--- src/rtl/sipo_deserializer.sv ---
// rtl/sipo_deserializer.sv - serial-in/parallel-out receiver with one-entry holding register
module sipo_deserializer #(
    parameter  int N  = 8,
    localparam int CW = $clog2(N)
) (
    input  logic         clk,
    input  logic         rst,
    input  logic         start,
    input  logic         abort,
    input  logic         ser_en,
    input  logic         ser_in,
    input  logic         dir,
    input  logic         out_ready,
    output logic [N-1:0] OUT,
    output logic         out_valid,
    output logic         busy,
    output logic         overrun
);

    typedef enum logic {
        IDLE  = 1'b0,
        SHIFT = 1'b1
    } state_t;

    state_t         state_q, state_d;
    logic [N-1:0]   shreg_q, shreg_d;
    logic [CW-1:0]  cnt_q, cnt_d;
    logic           dir_q, dir_d;
    logic [N-1:0]   out_q, out_d;
    logic           valid_q, valid_d;
    logic           overrun_q, overrun_d;
    logic [N-1:0]   shifted;
    logic           last_bit;
    logic           slot_free;

    always_ff @(posedge clk) begin
        if (rst) begin
            state_q   <= IDLE;
            shreg_q   <= '0;
            cnt_q     <= '0;
            dir_q     <= 1'b0;
            out_q     <= '0;
            valid_q   <= 1'b0;
            overrun_q <= 1'b0;
        end else begin
            state_q   <= state_d;
            shreg_q   <= shreg_d;
            cnt_q     <= cnt_d;
            dir_q     <= dir_d;
            out_q     <= out_d;
            valid_q   <= valid_d;
            overrun_q <= overrun_d;
        end
    end

    always_comb begin
        state_d   = state_q;
        shreg_d   = shreg_q;
        cnt_d     = cnt_q;
        dir_d     = dir_q;
        out_d     = out_q;
        valid_d   = valid_q;
        overrun_d = overrun_q;

        shifted   = dir_q ? {ser_in, shreg_q[N-1:1]} : {shreg_q[N-2:0], ser_in};
        last_bit  = (cnt_q == CW'(N - 1));
        // A word consumed in the same cycle frees the slot for a completing word.
        slot_free = !valid_q || out_ready;

        if (valid_q && out_ready) begin
            valid_d = 1'b0;
        end

        case (state_q)
            IDLE: begin
                if (start) begin
                    state_d = SHIFT;
                    cnt_d   = '0;
                    dir_d   = dir;
                    shreg_d = '0;
                end
            end
            SHIFT: begin
                if (abort) begin
                    state_d = IDLE;
                    cnt_d   = '0;
                end else if (ser_en) begin
                    shreg_d = shifted;
                    if (last_bit) begin
                        state_d = IDLE;
                        cnt_d   = '0;
                        if (slot_free) begin
                            out_d   = shifted;
                            valid_d = 1'b1;
                        end else begin
                            overrun_d = 1'b1;
                        end
                    end else begin
                        cnt_d = cnt_q + CW'(1);
                    end
                end
            end
            default: begin
                state_d = IDLE;
            end
        endcase
    end

    assign OUT       = out_q;
    assign out_valid = valid_q;
    assign busy      = (state_q == SHIFT);
    assign overrun   = overrun_q;

endmodule

--- config.mk ---
export PLATFORM = sky130hd
export DESIGN_NAME = sipo_deserializer
export DESIGN_NICKNAME = d
export VERILOG_FILES = /design/src/rtl/sipo_deserializer.sv
export SDC_FILE = /design/constraint.sdc
export NUM_CORES = 1
export LEC_CHECK = 0
export BUFFER_PORTS_ARGS = -buffer_cell sky130_fd_sc_hd__buf_2
export CORE_ASPECT_RATIO = 1.4
export CORE_MARGIN = 3
export CORE_UTILIZATION = 48
export CTS_CLUSTER_SIZE = 20
export DETAILED_ROUTE_END_ITERATION = 10
export GPL_TIMING_DRIVEN = 0
export PLACE_DENSITY_LB_ADDON = 0.3
export SLEW_MARGIN = 20
export SYNTH_ARGS = -nofsm -noshare
export SYNTH_HDL_FRONTEND = slang
export SYNTH_SLANG_ARGS = --single-unit
--- constraint.sdc ---
create_clock -name clk -period 1.2 [get_ports clk]
set_input_delay 0.36 -clock clk [delete_from_list [all_inputs] [get_ports clk]]
set_output_delay 0.36 -clock clk [all_outputs]
set_load 0.005 [all_outputs]
==> impl_metrics.json <==
{
  "cts_tree": "done",
  "max-vdd-ir-drop_mv": 0.785,
  "yosysSeqAreaShare_pct": 44.6,
  "power_density_mw_per_mm2": 944,
  "grt_pass1_vias": 848,
  "viasPerCell": 5.61,
  "num-fill-cells": 177,
  "track_usage_pct": 17.8,
  "area_delta_synth_final_pct": 27.5,
  "fin_skew_ns": 0.00673,
  "antenna_found_initial": 0,
  "insertion_delay_ns": 0.32,
  "syn_nets": 127,
  "fmax_ghz": 0.774,
  "ff2ff_path_depth": 6,
  "met1_usage_pct": 20.9,
  "slew_violations": 0,
  "io_buffers": 17,
  "fp-row-count": 19,
  "dp_slack_ns": -0.195,
  "gp_congestion": 0.788,
  "busiest_layer": "met2",
  "p_leak_nw": 0.556,
  "violations": "negative setup slack",
  "cts_buffers": 3,
  "io_pins": 19,
  "drive_gt1_share_pct": 46.4,
  "worst_pin_slew_ns": 0.602,
  "coreArea_mm2": 0.00200,
  "dp_hpwl_um": 1520,
  "dr_total_vias": 903,
  "drt-initial-drc-count": 18,
  "fin_crit_sh_pct": 108,
  "grt_use_met2_pct": 29.1,
  "relSlewSlack_pct": 59.9,
  "path_clk_slew_ns": 0.13,
  "syn_inst": 116,
  "dr.pass1.iters": 4,
  "worstSetupPathType": "reg -> reg",
  "clkSinkCount": 23,
  "final_cell_mix": "20 x buf_2, 17 x dfxtp_1, 11 x a21oi_1",
  "rsz0062_at_grt": "yes",
  "min_path_cells": 2,
  "yosysUniqueCellTypes": 23,
  "clk_path_buf_depth": 2,
  "outcome": "finished, violations left",
  "syn_area_mm2": 0.00103,
  "layout_commonest_cell": "buf_2",
  "fin_util_pct": 65.9,
  "htree_levels": 1,
  "grtUsageMet3_pct": 2.67,
  "min_period_ns": 1.29,
  "start_util_pct": 51.7,
  "diodes": 0,
  "syn_avg_cell_area_um2": 8.90,
  "grt_start_max_net_pins": 13,
  "min_path_type": "in -> reg",
  "worst_slack_ns": -0.0925,
  "cts-root-buf": "clkbuf_4",
  "routed_wl_um": 2170,
  "cp.required_ns": 1.40,
  "antenna_left": 0,
  "crit_arrival_ns": 1.49,
  "routedWlPerCell_um": 13.5,
  "yosys_warnings": 0,
  "postCtsHoldBufs": 0,
  "die_area_mm2": 0.00275,
  "grt_pass1_wl_um": 3540,
  "maxCapViolCount": 0,
  "fin_nets": 152,
  "drc": 0,
  "overflow": 0,
  "synth-seq-cells": 23,
  "die_y_um": 60.9,
  "crit_path_start_kind": "flop",
  "end_kind": "flop",
  "setup_viol": 8,
  "path_max_fanout": 8,
  "hold_viol_final": 0,
  "die_x_um": 45.2
}
[state kept, by name, indices dropped and copies added (netlist names)]
name,flops
OUT,8
shreg_q,8
cnt_q,3
busy,1
dir_q,1
out_valid,1
overrun,1
[cell families after synthesis]
| logic type | share of synthesized area, % |
|---|---|
| buf+inv | 5.82 |
| fa+ha+maj | 3.64 |
| compound gates | 12.0 |
| mux | 9.70 |
| flops | 44.6 |
| simple gates | 24.2 |
[metal layers]
metal / share of wire (%) / wire [µm]
met1: 43 / 937
met3: 3.3 / 71
met4: 2.6 / 57
met2: 51 / 1100
met5: 0 / 0
[per-stage QoR]
| stage | hold WS (ns) | instance area [µm²] | std cells | total power [mW] | TNS [ns] |
|---|---|---|---|---|---|
| after floorplan | 0.439 | 1090 | 116 | 0.857 | -0.137 |
| after global placement | 0.450 | 1200 | 154 | 0.887 | -1.31 |
| after detailed placement | 0.460 | 1200 | 154 | 0.888 | -1.59 |
| after CTS | 0.244 | 1250 | 160 | 1.24 | -0.691 |
| after global routing | 0.247 | 1320 | 161 | 1.30 | -1.04 |
| final | 0.248 | 1320 | 161 | 1.24 | -0.605 |
[worst max-delay path, stage by stage (launching register included)]
cell,delay (ns)
dfxtp_2,0.36
ha_4,0.16
ha_4,0.16
and4b_1,0.17
buf_6,0.14
a21oi_2,0.13
nor3_2,0.05
[report_power, final]
group          total (mW)  switching (mW)  internal (mW)
sequential          0.773         0.00307          0.770
combinational       0.106          0.0591         0.0467
clock               0.364           0.233          0.130
total                1.24           0.296          0.947
[cells in the mapped netlist (all sizes together)]
cell type	instances	area share [%]
mux2	8	8.7
and4b	1	0.97
a32oi	2	1.7
nor2	5	1.8
dfxtp	23	45
ha	3	3.6
nand3b	2	1.5
mux2i	1	0.97
nand2b	2	1.5
a21oi	19	9.2
nor3	16	7.8
and3b	1	0.85
nand3	9	4.4
o21ai	1	0.48
clkbuf	3	1.1
nor2b	1	0.61
buf	7	4.7
a31oi	1	0.61
nand2	9	3.3
nand4b	2	1.7
[area by class of cell]
cell class                 count  area [µm²]  area share, %
sequential                    23         468           35.6
tap                           21        26.3           2.00
buffer                        10        73.8           5.61
multi-input combinational     83         613           46.6
timing repair buffer          20         109           8.27
clock buffer                   4        26.3           2.00
[timing repair]
| item | in CTS | in global routing |
|---|---|---|
| gates cloned | 0 | 1 |
| pin swaps | 6 | 6 |
| buffers inserted | 2 | 0 |
| resized for setup | 0 | 19 |
| setup endpoints to repair | 9 | 24 |
[worst paths after layout]
kind	startpoint	endpoint	slack [ns]
worst max-delay path	cnt_q[1]	OUT[7]	-0.09
worst min-delay path	rst	OUT[2]	0.25
worst max register to register	cnt_q[1]	OUT[7]	-0.09
worst min register to register	shreg_q[0]	shreg_q[0]	0.48
(Power assumes the default switching activity.)
